==> config.mk <==
export PLATFORM = sky130hd
export DESIGN_NAME = regfile_scoreboard
export DESIGN_NICKNAME = d
export VERILOG_FILES = /design/src/rtl/regfile_scoreboard.sv
export SDC_FILE = /design/constraint.sdc
export NUM_CORES = 1
export LEC_CHECK = 0
export ABC_AREA = 0
export ABC_CLOCK_PERIOD_IN_PS = 9200
export BUFFER_PORTS_ARGS = -buffer_cell sky130_fd_sc_hd__buf_2
export CAP_MARGIN = 10
export CORE_MARGIN = 2
export CORE_UTILIZATION = 45
export DETAILED_ROUTE_END_ITERATION = 12
export PLACE_DENSITY = 0.72
export SLEW_MARGIN = 0
export SYNTH_ARGS = -nofsm -noshare
export SYNTH_HDL_FRONTEND = slang
export SYNTH_SLANG_ARGS = --single-unit
export TNS_END_PERCENT = 50
==> constraint.sdc <==
create_clock -name clk -period 9.2 [get_ports clk]
set_input_delay 2.3 -clock clk [delete_from_list [all_inputs] [get_ports clk]]
set_output_delay 2.3 -clock clk [all_outputs]
set_load 0.03 [all_outputs]
==> src/rtl/regfile_scoreboard.sv <==
// regfile_scoreboard: multi-read register file with a load scoreboard, RAW hazard flags and write forwarding.
module regfile_scoreboard #(
    parameter int DATA_WIDTH = 16,
    parameter int ADDR_WIDTH = 4,
    parameter int N_READ     = 3,
    parameter int ZERO_REG   = 0,
    parameter int BYPASS     = 1
) (
    input  logic                         clk,
    input  logic                         reset,
    input  logic [N_READ-1:0]            rd_en,
    input  logic [N_READ*ADDR_WIDTH-1:0] rd_addr,
    output logic [N_READ*DATA_WIDTH-1:0] rd_data,
    output logic [N_READ-1:0]            rd_busy,
    input  logic                         alu_we,
    input  logic [ADDR_WIDTH-1:0]        alu_waddr,
    input  logic [DATA_WIDTH-1:0]        alu_wdata,
    input  logic                         ld_issue,
    input  logic [ADDR_WIDTH-1:0]        ld_issue_addr,
    output logic                         ld_issue_ready,
    input  logic                         ld_wb_valid,
    output logic                         ld_wb_ready,
    input  logic [ADDR_WIDTH-1:0]        ld_wb_addr,
    input  logic [DATA_WIDTH-1:0]        ld_wb_data,
    output logic [2**ADDR_WIDTH-1:0]     busy_vec,
    output logic [ADDR_WIDTH:0]          pending_count,
    output logic                         waw_err,
    output logic                         spur_err
);
    localparam int N_REG = 2 ** ADDR_WIDTH;
    logic [DATA_WIDTH-1:0] regs [N_REG];
    logic [N_REG-1:0]      busy, busy_nxt;
    logic [ADDR_WIDTH:0]   cnt_nxt;
    logic alu_zero, wb_zero, iss_zero, alu_commit, wb_acc, iss_acc;
    assign alu_zero       = (ZERO_REG != 0) && (alu_waddr == '0);
    assign wb_zero        = (ZERO_REG != 0) && (ld_wb_addr == '0);
    assign iss_zero       = (ZERO_REG != 0) && (ld_issue_addr == '0);
    assign alu_commit     = ~reset & alu_we & ~busy[alu_waddr] & ~alu_zero;
    assign ld_issue_ready = ~reset & ~busy[ld_issue_addr];
    assign ld_wb_ready    = ~reset & ~(alu_we & (alu_waddr == ld_wb_addr));
    assign wb_acc         = ld_wb_valid & ld_wb_ready;
    assign iss_acc        = ld_issue & ld_issue_ready & ~iss_zero;
    assign busy_vec       = busy;
    // Writeback clears before issue sets, so a same-address pair leaves the register busy.
    always_comb begin
        busy_nxt = busy;
        if (wb_acc) busy_nxt[ld_wb_addr] = 1'b0;
        if (iss_acc) busy_nxt[ld_issue_addr] = 1'b1;
        cnt_nxt = '0;
        for (int j = 0; j < N_REG; j++) cnt_nxt = cnt_nxt + {{ADDR_WIDTH{1'b0}}, busy_nxt[j]};
    end
    always_ff @(posedge clk) begin
        if (reset) begin
            for (int j = 0; j < N_REG; j++) regs[j] <= '0;
            busy          <= '0;
            pending_count <= '0;
            waw_err       <= 1'b0;
            spur_err      <= 1'b0;
        end else begin
            if (alu_commit) regs[alu_waddr] <= alu_wdata;
            if (wb_acc && !wb_zero) regs[ld_wb_addr] <= ld_wb_data;
            busy          <= busy_nxt;
            pending_count <= cnt_nxt;
            if (alu_we && busy[alu_waddr]) waw_err <= 1'b1;
            if (wb_acc && !wb_zero && !busy[ld_wb_addr]) spur_err <= 1'b1;
        end
    end
    for (genvar i = 0; i < N_READ; i++) begin : g_rd
        logic [ADDR_WIDTH-1:0] a;
        logic fwd_alu, fwd_wb, zero_rd;
        assign a       = rd_addr[i*ADDR_WIDTH +: ADDR_WIDTH];
        assign zero_rd = (ZERO_REG != 0) && (a == '0);
        assign fwd_alu = (BYPASS != 0) && alu_commit && (alu_waddr == a);
        assign fwd_wb  = (BYPASS != 0) && wb_acc && (ld_wb_addr == a);
        assign rd_data[i*DATA_WIDTH +: DATA_WIDTH] = (!rd_en[i] || zero_rd) ? '0 :
                                                     fwd_alu ? alu_wdata :
                                                     fwd_wb  ? ld_wb_data : regs[a];
        assign rd_busy[i] = rd_en[i] & busy[a] & ~fwd_wb;
    end
endmodule

== After elaboration in Yosys (flattened, before gate mapping) ==
Memory sizes are Yosys's and may differ from the RTL's.
Index checks and enable logic that the tools add are counted.
Operators by class
  add/sub/neg operators: 15
  $lt $le $gt $ge: 8
  equality and inequality tests: 7
  multiplexer cells: 41
  bitwise gates (word level): 23
  reduce and logical (&&, ||, !) cells: 13
Operators with widths (number)
  $mux 16: 13
  $add 5x1->5: 11
  $reduce_or 16->1: 2
  $lt 4x5->1 const B: 6
  $eq 4x4->1: 7
  $bmux 1 s4: 6
  $mux 1: 18
  $and 16x16->16: 1
  $not 16->16: 1
  $or 16x16->16: 1
  $and 1x1->1: 13
  $logic_and 1x1->1: 10
  $demux 1 s4: 2
  $ge 4x1->1 const B: 2
  $mux 4: 2
  $not 1->1: 7
  $add 4x1->5: 1
  $add 3x1->4: 1
  $add 2x1->3: 1
  $add 1x1->2: 1
  $logic_not 1->1: 1
Storage, ports and cells
  register bits after elaboration: 23
  bits in writable memories: 256
  bits of input ports: 64
  word-level logic and storage cells: 112
  memories: 1
Memories
  regs: depth 16, width 16, rd ports 3, clocked after memory_dff 0, write ports 16, line 31  | logic [DATA_WIDTH-1:0] regs [N_REG];

== Logic depth before layout (Yosys ltp) ==
  word-level depth: 24
  mapped depth: 21
  gate-level depth less buffers: 17

== Least setup slack after synthesis ==
OpenSTA, ideal clock, no wires.
  kind: input to register
  start: in alu_waddr[0]
  end: reg pending_count[4]
  arrival time: 6.765 ns
  path slack: 2.355 ns
  cell stages on the path: 21
  buffers on the path: 4
  cell sequence: buf_6 buf_12 xnor2_1 and2_4 buf_12 buf_12 a2111oi_4 nand2b_1 nand2_1 fa_1 fa_1 fa_1 inv_1 fa_1 inv_1 ha_1 inv_1 fa_1 inv_1 a21oi_1 nor3b_1
On the way
  elaborated cells between the ends (all ways): 23
  those cells by class: add/sub: 15; eq/ne: 1; mux: 2; bitwise: 5
RTL lines
  start, declared: line 16  | input logic [ADDR_WIDTH-1:0] alu_waddr,
  $eq 4x4->1 *: line 40  | assign ld_wb_ready = ~reset & ~(alu_we & (alu_waddr == ld_wb_addr));
  $and 1x1->1 *: line 40
  $not 1->1 *: line 40
  $and 1x1->1 *: line 40
  $and 1x1->1 *: line 41  | assign wb_acc = ld_wb_valid & ld_wb_ready;
  $mux 16 *: line 47  | if (wb_acc) busy_nxt[ld_wb_addr] = 1'b0;
  $or 16x16->16 (no source line)
  $mux 16 *: line 48  | if (iss_acc) busy_nxt[ld_issue_addr] = 1'b1;
  via busy_nxt[13]: line 32  | logic [N_REG-1:0] busy, busy_nxt;
  $add 5x1->5 * (3 in series): line 50  | for (int j = 0; j < N_REG; j++) cnt_nxt = cnt_nxt + {{ADDR_WIDTH{1'b0}}, busy_nxt[j]};
  end signal, assigned: line 63  | pending_count <= cnt_nxt;
  end, declared: line 26  | output logic [ADDR_WIDTH:0] pending_count,
The timed path passes the listed nets; every way through them passes the cells marked *.
A chain may end at the register's enable or synchronous reset.

== Worst setup path in the final report ==
  start: in alu_waddr[0]
  end: out rd_data[36]
On the way
  word-level cells in the longest chain between the ends: 9
  elaborated cells between the ends (all ways): 15
  those cells by class: eq/ne: 2; mux: 5; bitwise: 6; reduce/logical: 2
RTL lines
  $eq 4x4->1: line 40
  $and 1x1->1: line 40
  $not 1->1: line 40
  $and 1x1->1: line 40
  $and 1x1->1: line 41
  $logic_and 1x1->1: line 74  | assign fwd_wb = (BYPASS != 0) && wb_acc && (ld_wb_addr == a);
  $mux 16: line 77  | fwd_wb ? ld_wb_data : regs[a];
  $mux 16 *: line 76  | fwd_alu ? alu_wdata :
  $mux 16 *: line 75  | assign rd_data[i*DATA_WIDTH +: DATA_WIDTH] = (!rd_en[i] || zero_rd) ? '0 :
  end, declared: line 13  | output logic [N_READ*DATA_WIDTH-1:0] rd_data,
Mark *: on every way between the ends. The rest lies on a longest branch, timed or not. The select of a mux whose other input is x is not followed.

==> metrics.csv <==
stage,metric,value,unit
run_status,status,finished clean,
layout,post-layout util,48.9,%
pwr,VDD IR max,0.141,mV
yosys,"EDFF count, synth",256,
critical_path,Worst Path Max Fanout,29,
flow_run,max cap viols,0,
yosys,sequential share of the synthesized area,38.8,%
floorplan,Initial Util,45.3,%
layout,Reg area,8150,um^2
sta,Worst Max-Slew Pin Slew,1360,ps
detailed_routing,via count,17500,
critical_path,CP endpoint kind,primary output,
layout,layout cells sized above 1,31.6,%
detailed_routing,Initial DRC Count,3467,
sta,Max Clock Freq,131,MHz
critical_path,Worst EP arrival,5330,ps
clock_network,clk sinks,279,
detailed_routing,Via-to-Cell Ratio,8.05,
global_route,initial antenna violation count,6,
global_route,total track usage,32.2,%
floorplan,Core ar.,46400,um^2
global_route,GRT Residual Overflow,0,
critical_path,flop-to-flop setup slack,4020,ps
place,Placed Instances,2125,
detailed_routing,antenna-violating nets left,0,
yosys,leading area contributor after synthesis,edfxtp_1,
yosys,Seq cells post-synth,279,
critical_path,R2R Path Start,busy_vec[0],
detailed_routing,Total Wirelength,78500,um
yosys,Avg Inst Size Synth,13.2,um^2
yosys,"Primary FF master, synth",edfxtp_1,
yosys,Syn Nets,1677,
sta,period utilization,83.0,%
hold_path,HP Class,flip-flop to flip-flop,
layout,Non-Filler Instances,2178,
hold_path,hold path endpoint,spur_err,
layout,area grow syn2layout,7.82,%
sta,minimum clock period,7630,ps
sta,RSZ-0062 raised after global routing,false,
clock_network,cts hold-fix bufs,0,
floorplan,Die Y,220,um
clock_network,TritonCTS buffer count,30,
clock_network,worst skew pair latency,600,ps
place,Post-DP HPWL,48100,um
global_route,vias in the first global route,17000,
clock_network,Max Buffers Root-to-Sink,3,
global_route,met2 global-route usage,47.9,%
clock_network,post-CTS sizing,0,
place,input/output buffers,139,
critical_path,end of the worst register-to-register path,pending_count[4],
yosys,Synth Cell Area,21000,um^2
global_route,largest net degree at the start of global routing,94,
sta,"Hold Violations, Final",0,
yosys,cell count after synthesis,1598,
yosys,leading post-synthesis cells by cell area,"edfxtp_1 37%, mux4_2 23%, a32o_1 8.7%, clkbuf_1 2.7%, a22o_1 2.7%",
sta,final setup skew,15.2,ps
clock_network,number of setup buffers added after CTS,0,
critical_path,r2r worst-path depth,17,
clock_network,Clock Root Buffer,clkbuf_16,
critical_path,Worst Setup Start Kind,input port,
yosys,Yosys cell types,57,
yosys,Synth Warn #,0,
floorplan,DIE AREA,48500,um^2
yosys,Synth top cells by count,"256 x edfxtp_1, 219 x mux4_2, 182 x a32o_1",
yosys,Synth async-reset ratio,0,%
sta,Slew HR,9.19,%
pwr,LEAKAGE,7.74,nW
floorplan,Rows,79,
sta,Slew Limit Fails,0,
global_route,GRT busiest layer,met2,
pwr,power per cell area,150,nW/um^2
global_route,first-pass GRT wire length,115000,um
layout,final net count,1629,
detailed_routing,Pre-antenna DRT Iters,6,
global_route,met3 GRT Util,10.8,%
floorplan,Top Ports,140,
yosys,area fraction of the dominant cell type after synthesis,36.6,%
floorplan,Die Wd,220,um
yosys,top-count cell post-synth,edfxtp_1,
sta,Final Setup Violations,0,
sta,TNS Setup,0,ps
critical_path,Crit Path Category,input port to primary output,
layout,# fillers,3906,
detailed_routing,Wirelength per Cell,36.0,um
clock_network,htree depth,1,
hold_path,hold_sp,spur_err,
detailed_routing,DRC Markers,0,
hold_path,Worst Hold Path Cells,2,
global_route,GR met1 Demand/Resource,41.0,%
clock_network,"Clk pin slew, worst setup/hold paths",70,ps
critical_path,worst path required time,6900,ps
place,Routability Congestion,1.01,
layout,multi-input combinational cell area,11600,um^2
clock_network,TritonCTS clock tree,done,
-- registers in the layout, indices dropped and copies added, names as in the netlist --
register and cells:
busy_vec 16, pending_count 5, regs 256, spur_err 1
waw_err 1
-- through the flow --
stage	cell area (um^2)	hold slack, ps	setup WS (ps)	total power, mW
after detailed placement	21700	461	1670	2.18
after global routing	22700	510	1260	3.46
after floorplan	21000	594	2350	1.97
after global placement	21700	462	1740	2.17
after CTS	22700	476	1660	3.35
final	22700	480	1570	3.39
-- placed cells by master (no fill, tap or decap), types with 11 or more instances in the layout --
cell,Yosys,routed
a2111oi_4,12,12
a211o_1,58,58
a211oi_1,45,45
a21oi_1,11,11
a22o_1,65,65
a31oi_1,48,48
a32o_1,182,182
buf_2,64,136
buf_4,8,52
clkbuf_16,0,31
dfxtp_1,23,23
edfxtp_1,256,256
inv_1,24,24
mux4_2,219,219
nand2_1,21,21
nand2b_1,12,12
nand3_1,53,53
nor2_1,14,11
nor2b_1,58,56
o22ai_1,49,49
o31ai_1,48,48
xnor2_1,13,13
xor2_1,17,17
-- per-layer routing --
layer  vias up  wire [um]
li1       6762          -
met1      8639      25500
met2      1752      34800
met3       376      12700
met4         8       5480
met5         -         46
-- how the worst max path moves through the flow --
stage | slack (ps) | to | from
after floorplan | 2350 | pending_count[4] | alu_waddr[0]
after global placement | 1740 | rd_data[36] | alu_waddr[0]
after detailed placement | 1670 | rd_data[36] | alu_waddr[0]
after CTS | 1660 | rd_data[36] | alu_waddr[0]
after global routing | 1260 | rd_data[30] | rd_addr[4]
final | 1570 | rd_data[36] | alu_waddr[0]
-- report_power, final --
| group | internal (mW) | switching (mW) | total [mW] |
|---|---|---|---|
| clock network | 0.664 | 0.536 | 1.20 |
| registers | 1.44 | 0.0393 | 1.48 |
| logic | 0.246 | 0.466 | 0.712 |
-- cell type report --
class                   instances  share of cell area (%)
repair buffers                189                    4.81
clock buffers                  35                    3.49
multi-input cells            1023                    51.3
well taps                     607                    3.35
flip-flops and latches        279                    35.9
diodes                          1                  0.0110
clock inverters                17                   0.602
inverters                      27                   0.453
-- critical path: stages --
cell     delay [ps]
buf_2           430
mux2i_1         150
mux4_2          550
a22oi_2         560
buf_4           460
o31ai_1         120
a31oi_1         440
buf_2           300
-- logic make-up (layout without fill, tap and decap cells) --
group / count (synthesis) / in the layout / share of synthesized area, %
compound gates: 550 / 550 / 23.3
buf+inv: 296 / 268 / 6.28
flops: 279 / 279 / 38.8
mux: 228 / 228 / 23.9
simple gates: 200 / 200 / 5.26
xor+xnor: 30 / 30 / 1.25
fa+ha+maj: 15 / 15 / 1.25
other cells: 0 / 1 / 0
Note: power is estimated with default switching activity, not from simulation.
